===== config.mk =====
export PLATFORM = sky130hd
export DESIGN_NAME = addr_decoder
export DESIGN_NICKNAME = d
export VERILOG_FILES = /design/src/rtl/addr_pkg.sv /design/src/rtl/addr_seq_checker.sv /design/src/rtl/addr_decoder.sv
export SDC_FILE = /design/constraint.sdc
export NUM_CORES = 1
export LEC_CHECK = 0
export ABC_AREA = 1
export ABC_CLOCK_PERIOD_IN_PS = 2100
export CORE_MARGIN = 5
export CORE_UTILIZATION = 37
export DETAILED_ROUTE_END_ITERATION = 10
export GPL_ROUTABILITY_DRIVEN = 0
export PLACE_DENSITY = 0.64
export SLEW_MARGIN = 20
export SYNTH_ARGS = -nofsm -noshare
export SYNTH_HDL_FRONTEND = slang
export SYNTH_SLANG_ARGS = --single-unit

===== constraint.sdc =====
create_clock -name clk -period 2.1 [get_ports clk]
set_input_delay 0.42 -clock clk [delete_from_list [all_inputs] [get_ports clk]]
set_output_delay 0.42 -clock clk [all_outputs]
set_load 0.05 [all_outputs]

===== src/rtl/addr_pkg.sv =====
// Shared address-bus definitions: width, Gray/binary helpers and checker states.
// Used by both the address encoder and the receive-side decoder.
package addr_pkg;

  localparam int ADDR_W = 12;

  typedef enum logic {
    CHK_IDLE,
    CHK_TRACK
  } chk_state_e;

  function automatic logic [ADDR_W-1:0] bin2gray(input logic [ADDR_W-1:0] b);
    return b ^ (b >> 1);
  endfunction

  function automatic logic [ADDR_W-1:0] gray2bin(input logic [ADDR_W-1:0] g);
    logic [ADDR_W-1:0] b;
    for (int i = 0; i < ADDR_W; i++) begin
      b[i] = ^(g >> i);
    end
    return b;
  endfunction

endpackage


===== src/rtl/addr_seq_checker.sv =====
// One-bit-step checker: holds the last accepted code and flags the current accept combinationally.
// No latency on the flag; reference and state update at the accepting edge, no backpressure of its own.
module addr_seq_checker
  import addr_pkg::*;
#(
  parameter int W = ADDR_W
) (
  input  logic         clk,
  input  logic         rst_n,
  input  logic         acc_i,
  input  logic         resync_i,
  input  logic [W-1:0] code_i,
  output logic         flag_o
);

  chk_state_e   state_q, state_d;
  logic [W-1:0] ref_q, ref_d;
  logic [W-1:0] diff;
  logic         step_ok;

  assign diff    = code_i ^ ref_q;
  assign step_ok = (diff != '0) && ((diff & (diff - W'(1))) == '0);

  always_comb begin
    state_d = state_q;
    ref_d   = ref_q;
    flag_o  = 1'b0;
    if (acc_i) begin
      // A resync coinciding with an accept makes this word the fresh, unchecked reference.
      ref_d   = code_i;
      state_d = CHK_TRACK;
      if (state_q == CHK_TRACK && !resync_i) begin
        flag_o = !step_ok;
      end
    end else if (resync_i) begin
      state_d = CHK_IDLE;
    end
  end

  always_ff @(posedge clk or negedge rst_n) begin
    if (!rst_n) begin
      state_q <= CHK_IDLE;
      ref_q   <= '0;
    end else begin
      state_q <= state_d;
      ref_q   <= ref_d;
    end
  end

endmodule


===== src/rtl/addr_decoder.sv =====
// Gray-to-binary address decoder with sequence checking and a saturating error count.
// Two-cycle latency; valid/ready with in_ready combinational from out_ready, two words of buffering.
module addr_decoder
  import addr_pkg::*;
#(
  parameter int W     = ADDR_W,
  parameter int CNT_W = 8
) (
  input  logic             clk,
  input  logic             rst_n,
  input  logic             in_valid,
  input  logic [W-1:0]     in,
  output logic             in_ready,
  input  logic             resync,
  output logic             out_valid,
  output logic [W-1:0]     out,
  input  logic             out_ready,
  output logic             seq_err,
  output logic [CNT_W-1:0] err_cnt
);

  logic             s1_vld_q, s1_vld_d;
  logic [W-1:0]     s1_code_q, s1_code_d;
  logic             s1_err_q, s1_err_d;
  logic             out_vld_q, out_vld_d;
  logic [W-1:0]     out_q, out_d;
  logic             out_err_q, out_err_d;
  logic [CNT_W-1:0] err_cnt_q, err_cnt_d;
  logic [W-1:0]     s1_bin;
  logic             adv;
  logic             acc;
  logic             chk_flag;

  assign adv      = !out_vld_q | out_ready;
  assign in_ready = !s1_vld_q | adv;
  assign acc      = in_valid & in_ready;

  addr_seq_checker #(.W(W)) u_chk (
    .clk      (clk),
    .rst_n    (rst_n),
    .acc_i    (acc),
    .resync_i (resync),
    .code_i   (in),
    .flag_o   (chk_flag)
  );

  always_comb begin
    s1_bin = '0;
    for (int i = 0; i < W; i++) begin
      s1_bin[i] = ^(s1_code_q >> i);
    end
  end

  always_comb begin
    s1_vld_d  = s1_vld_q;
    s1_code_d = s1_code_q;
    s1_err_d  = s1_err_q;
    out_vld_d = out_vld_q;
    out_d     = out_q;
    out_err_d = out_err_q;
    err_cnt_d = err_cnt_q;

    if (acc) begin
      s1_vld_d  = 1'b1;
      s1_code_d = in;
      s1_err_d  = chk_flag;
    end else if (adv) begin
      s1_vld_d  = 1'b0;
    end

    if (adv) begin
      out_vld_d = s1_vld_q;
      out_err_d = s1_vld_q & s1_err_q;
      if (s1_vld_q) begin
        out_d = s1_bin;
      end
    end

    // Counts delivered flagged words only, so a stalled word is counted once.
    if (out_vld_q && out_ready && out_err_q && (err_cnt_q != '1)) begin
      err_cnt_d = err_cnt_q + CNT_W'(1);
    end
  end

  always_ff @(posedge clk or negedge rst_n) begin
    if (!rst_n) begin
      s1_vld_q  <= 1'b0;
      s1_code_q <= '0;
      s1_err_q  <= 1'b0;
      out_vld_q <= 1'b0;
      out_q     <= '0;
      out_err_q <= 1'b0;
      err_cnt_q <= '0;
    end else begin
      s1_vld_q  <= s1_vld_d;
      s1_code_q <= s1_code_d;
      s1_err_q  <= s1_err_d;
      out_vld_q <= out_vld_d;
      out_q     <= out_d;
      out_err_q <= out_err_d;
      err_cnt_q <= err_cnt_d;
    end
  end

  assign out_valid = out_vld_q;
  assign out       = out_q;
  assign seq_err   = out_err_q;
  assign err_cnt   = err_cnt_q;

endmodule


==> results.ini, run 1 <==
[floorplanning]
die_w_um=86.2
rows=27
initial_core_util=0.385
fp.dieH_um=86.2
coreArea_mm2=0.00557
ios=40
die_area_mm2=0.00743

[clock_network]
postCtsSetupRepairBufs=0
cts.sinks=37
clk_pin_slew_ns=0.08
tritoncts=done
clockBufferDepth=2
clkLatencyLatePin_ns=0.29
cts_resized=0
cts_buffers=5
cts-root-buf=clkbuf_8
htreeDepth=2
cts_hold_buf=0

[placement]
dp_cells=405
portBuffers=39
dp_hpwl_mm=3.32

[critical_path]
crit_path_start=err_cnt[0]
required_ns=1.68
path_max_fanout=4
worstSetupPathType=reg2out
path_buf_inv=1
path_cells=clkdlybuf4s50_1
cpMaxStageDelayCell=clkdlybuf4s50_1
crit_arrival_ns=1.53
crit_family=buffers and inverters
rr_startpoint=u_chk.ref_q[9]
critPathMaxStageDelay_ns=0.83
end_kind=primary output
start_kind=flop

[timing]
rsz0062_at_grt=no
timing.fmax_mhz=514
slew_violations=0
min_period_ns=1.95
min_period_over_period=0.926
hold_viol=0
worstMarginPinSlew_ns=0.495
finalSetupTns_ns=0
fin_skew_ns=0.00652
slew_headroom=0.669
setup_viol_count_final=0

[pwr]
powerDensity_mw_per_mm2=1200
peakVddDrop_v=0.000780
share_seq_of_total_power=0.312
p_int_uw=1950
switching_share=0.419
combPwrFrac=0.472
power_uw=3350
p_leak_uw=0.00142
p_switching_uw=1400
p_clk_frac=0.216

[grt]
use_met2=0.195
grt.busiest_layer=met2
grt_use_met3=0.0333
antenna_found_initial=0
grt_usage=0.124
grt_max_degree=38
grt_pass1_vias=1631
grt_util_met1=0.168
grt_first_pass_wirelength_mm=7.38
grt_overflow_total=0

[status]
outcome=completed

[worst_hold_path]
min_path_type=reg2reg
worstHoldStart=u_chk.state_q

[layout]
multi_input_area_mm2=0.00104
n_antenna_cell=0
stdcell_count=413
fillers=560
area_growth_pct=29.9
layout-drive-gt1-share=0.0587
layout.nets=358
regArea_um2=926
layout_common_cells=nand2_1, inv_1, clkdlybuf4s50_1
layout_commonest_cell=nand2_1

[yosys]
yosys_warnings=0
synth_cell_types=23
synth_area_mm2=0.00215
syn_area_per_cell_um2=7.28
ys_ff_latch=37
syn_nets=313
synthCells=295
seq_area_frac_synth=0.431

[drt]
vias=1843
drtAntennaViolNets=0
route.detailed.drc=0
drt_iter0_drc=70
dr.pass1.iters=4
vias_per_cell=4.46
routed_wl_mm=4.22
wl_per_cell_um=10.2

[flow_run]
drv_cap=0

stage by stage:
step | util | setup slack (ns) | hold WS (ns) | area [um2]
after floorplan | - | 0.0903 | 0.124 | 2150
after global placement | 0.477 | 0.108 | 0.462 | 2660
after CTS | 0.501 | 0.141 | 0.485 | 2790
after detailed placement | 0.477 | 0.0798 | 0.465 | 2660
final | 0.501 | 0.155 | 0.480 | 2790
after global routing | 0.501 | 0.0857 | 0.502 | 2790
cells in the mapped netlist, drive strengths merged:
cell type,instances,area share
and3,1,0.0029
dfrtp,37,0.43
mux2,1,0.0052
nand4,1,0.0029
ha,1,0.0058
o21ai,16,0.037
xor2,9,0.040
a21oi,3,0.0070
xnor2,18,0.080
or2,1,0.0041
buf,1,0.0023
clkbuf,3,0.0052
a31oi,2,0.0058
nand3,16,0.037
inv,45,0.079
o21bai,2,0.0070
nand2,115,0.21
nor2,23,0.040
path summary, 6_finish.rpt:
check / endpoint / slack, ns / cells past startpoint
max in group asynchronous: out[6] / 1.21 / 2
min reg2reg: u_chk.state_q / 0.48 / 2
max: err_cnt[0] / 0.15 / 1
max reg2reg: out[0] / 0.46 / 8
min in group asynchronous: err_cnt[5] / 0.56 / 2
min: u_chk.state_q / 0.48 / 2
logic make-up (layout without fill, tap and decap cells):
group           Yosys count  in the layout  synth area share
simple gates            157            157             0.294
buf+inv                  49             95            0.0862
flops                    37             37             0.431
xor+xnor                 27             27             0.121
compound gates           23             23            0.0571
fa+ha+maj                 1              1           0.00582
mux                       1              1           0.00524
layer usage:
| layer | vias to the layer above | part of all wire |
|---|---|---|
| li1 | 984 | - |
| met1 | 821 | 0.48 |
| met2 | 32 | 0.45 |
| met3 | 6 | 0.060 |
| met4 | 0 | 0.011 |
| met5 | - | 0 |
flip-flops by register name (all words and copies together) (netlist names):
signal / count
u_chk.state_q: 1
out_valid: 1
out: 12
s1_vld_q: 1
err_cnt: 8
u_chk.ref_q: 12
seq_err: 1
s1_err_q: 1
worst reg2reg max path: stages, from the launching register on:
cell and delay, ns:
dfrtp_1 0.46, xnor2_1 0.23, xor2_1 0.29, inv_1 0.09, or2_4 0.26, nand2_2 0.06, nand2_1 0.05, nand3_1 0.06
nand2_1 0.05
layout make-up:
| cell class | instances | share of cell area |
|---|---|---|
| repair buffers | 42 | 0.156 |
| inverters | 45 | 0.0605 |
| clock buffers | 5 | 0.0247 |
| clock inverters | 3 | 0.0233 |
| well taps | 72 | 0.0323 |
| flip-flops and latches | 37 | 0.332 |
| multi-input cells | 209 | 0.372 |
power by group through the flow:
stage / Clock, uW / Sequential (uW) / Combinational (uW)
4_1_cts: 743 / 1040 / 1600
3_3_place_gp: 0 / 1060 / 1580
2_1_floorplan: 0 / 1520 / 650
3_5_place_dp: 0 / 1060 / 1600
6_report: 724 / 1040 / 1580
5_1_grt: 777 / 1070 / 1730
No activity file was read; power rests on OpenSTA's default activity.
==> run 2: changes to the inputs <==
--- a/config.mk
+++ b/config.mk
@@ -8,10 +8,10 @@
 export ABC_AREA = 1
 export ABC_CLOCK_PERIOD_IN_PS = 2100
 export CORE_MARGIN = 5
-export CORE_UTILIZATION = 37
+export CORE_UTILIZATION = 52
 export DETAILED_ROUTE_END_ITERATION = 10
 export GPL_ROUTABILITY_DRIVEN = 0
-export PLACE_DENSITY = 0.64
+export PLACE_DENSITY = 0.84
 export SLEW_MARGIN = 20
 export SYNTH_ARGS = -nofsm -noshare
 export SYNTH_HDL_FRONTEND = slang
==> run 2 against run 1 <==
Compared with the run above: worst hold slack worse by 0.0014 ns; combinational power barely moved; sequential cell count is the same; clock power decreased by 36%; core utilization is 18 points higher; fmax shrank 0.63%; worst setup slack worse by 0.012 ns; largest cell class unchanged.
==> results.ini, run 2 (synthesis results as in run 1) <==
[grt]
grt_max_degree=38  ; unchanged
grt_pass1_vias=1859  ; +14%
antenna_found_initial=0  ; unchanged
grt_usage=0.173  ; +0.0489
grt_first_pass_wirelength_mm=7.53  ; +2.0%
grt_overflow_total=0  ; unchanged

[clock_network]
htreeDepth=2  ; unchanged
cts_hold_buf=0  ; unchanged
tritoncts=done
cts_buffers=5  ; unchanged
cts-root-buf=clkbuf_8
clk_pin_slew_ns=0.07  ; about the same
cts_resized=0  ; unchanged
clockBufferDepth=2  ; unchanged
cts.sinks=37  ; unchanged
clkLatencyLatePin_ns=0.28  ; about the same
postCtsSetupRepairBufs=0  ; unchanged

[timing]
min_period_ns=1.96  ; +0.0123 ns
worstMarginPinSlew_ns=0.498  ; +0.00307 ns
setup_viol_count_final=0  ; unchanged
slew_headroom=0.667  ; -0.00205
min_period_over_period=0.932  ; +0.00587
rsz0062_at_grt=no
hold_slack_ns=0.479  ; -0.00143 ns
hold_viol=0  ; unchanged
finalSetupTns_ns=0  ; unchanged
fin_skew_ns=0.00594  ; -0.000584 ns
slew_violations=0  ; unchanged
timing.fmax_mhz=511  ; -0.63%

[drt]
dr.pass1.iters=5  ; +1
drtAntennaViolNets=0  ; unchanged
routed_wl_mm=4.31  ; +2.3%
wl_per_cell_um=11.0  ; +8.0%
drt_iter0_drc=94  ; +34%
vias_per_cell=4.91  ; +10%
vias=1919  ; +4.1%
route.detailed.drc=0  ; unchanged

[floorplanning]
die_w_um=74.3  ; -14%
fp.dieH_um=74.3  ; -14%
initial_core_util=0.537  ; +0.152
coreArea_mm2=0.00400  ; -28%
ios=40  ; unchanged
die_area_mm2=0.00552  ; -26%
rows=23  ; -15%

[pwr]
switching_share=0.454  ; +0.0354
p_leak_uw=0.00140  ; -1.6%
peakVddDrop_v=0.000468  ; -40%
p_clk_frac=0.149  ; -0.067
share_seq_of_total_power=0.334  ; +0.022
powerDensity_mw_per_mm2=1150  ; -4.0%
p_switching_uw=1420  ; +1.2%
p_int_uw=1700  ; -12%
power_uw=3120  ; -6.7%
combPwrFrac=0.516  ; +0.044

[critical_path]
cp.depth=1  ; unchanged
path_buf_inv=1  ; unchanged
cpMaxStageDelayCell=clkdlybuf4s50_1
end_kind=primary output
path_cells=clkdlybuf4s50_1
rr_startpoint=u_chk.ref_q[11]
start_kind=flop
worstSetupPathType=reg2out
path_max_fanout=4  ; unchanged
required_ns=1.68  ; about the same
r2r_cells=10  ; +2
critPathMaxStageDelay_ns=0.83  ; about the same
crit_family=buffers and inverters
crit_path_start=err_cnt[2]
crit_arrival_ns=1.54  ; about the same

[layout]
fillers=337  ; -40%
layout_common_cells=nand2_1, inv_1, clkdlybuf4s50_1
area_growth_pct=26.3
layout_commonest_cell=nand2_1
n_antenna_cell=0  ; unchanged
layout-drive-gt1-share=0.0557  ; -0.00293
layout.nets=358  ; unchanged

[worst_hold_path]
worstHoldStart=s1_vld_q
min_path_type=reg2reg
hold_depth=2  ; unchanged

[placement]
dp_hpwl_mm=3.39  ; +2.2%
portBuffers=39  ; unchanged

[status]
outcome=completed

[flow_run]
drv_cap=0  ; unchanged

==> run 2: cell types whose count changed in the layout (fill, tap and decap cells not counted) <==
cell / delta
bufinv_16: -2
clkbuf_1: +1
clkinv_2: +1
==> run 2: worst paths after layout <==
path,endpoint,slack (ns)
setup reg to reg,out[2],0.42
min in group asynchronous,err_cnt[0],0.55
hold reg to reg,out_valid,0.48
max in group asynchronous,u_chk.ref_q[4],1.22
hold / removal,out_valid,0.48
setup / recovery,err_cnt[2],0.14
==> run 2: worst reg2reg max path: stages (launching register included) <==
cell     delay (ns)
dfrtp_1        0.40
inv_1          0.13
nand2_2        0.09
nand2_4        0.09
xor2_1         0.25
inv_1          0.09
or2_4          0.26
nand2_2        0.07
nand2_1        0.06
nand3_1        0.08
nand2_1        0.05
==> run 2: per-stage QoR <==
step / area, um2 / utilization / std cells / setup slack (ns)
floorplan: 2150 / - / 295 / 0.0903
global placement: 2630 / 0.657 / 383 / 0.155
detailed placement: 2630 / 0.657 / 383 / 0.0807
CTS: 2710 / 0.678 / 391 / 0.129
global route: 2710 / 0.678 / 391 / 0.0911
finish: 2710 / 0.678 / 391 / 0.142
==> run 2: routing by layer <==
layer  track usage  vias to the layer above  part of all wire
li1              -                      978                 -
met1         0.204                      891              0.44
met2         0.314                       48              0.50
met3        0.0311                        2             0.050
met4        0.0593                        0            0.0083
met5             0                        -                 0
==> run 2: layout make-up <==
| class | count | area, um2 | share of cell area |
|---|---|---|---|
| multi-input combinational | 209 | 1040 | 0.382 |
| sequential | 37 | 926 | 0.341 |
| timing repair buffer | 42 | 435 | 0.161 |
| inverter | 45 | 169 | 0.0623 |
| clock buffer | 6 | 72.6 | 0.0268 |
| tap | 50 | 62.6 | 0.0231 |
| clock inverter | 2 | 10.0 | 0.00369 |
==> run 2: power by group through the flow <==
stage          registers (uW)  clock network (uW)  logic, uW
2_1_floorplan            1520                   0        650
3_3_place_gp             1050                   0       1570
3_5_place_dp             1060                   0       1610
4_1_cts                  1040                 481       1620
5_1_grt                  1070                 518       1740
6_report                 1040                 466       1610
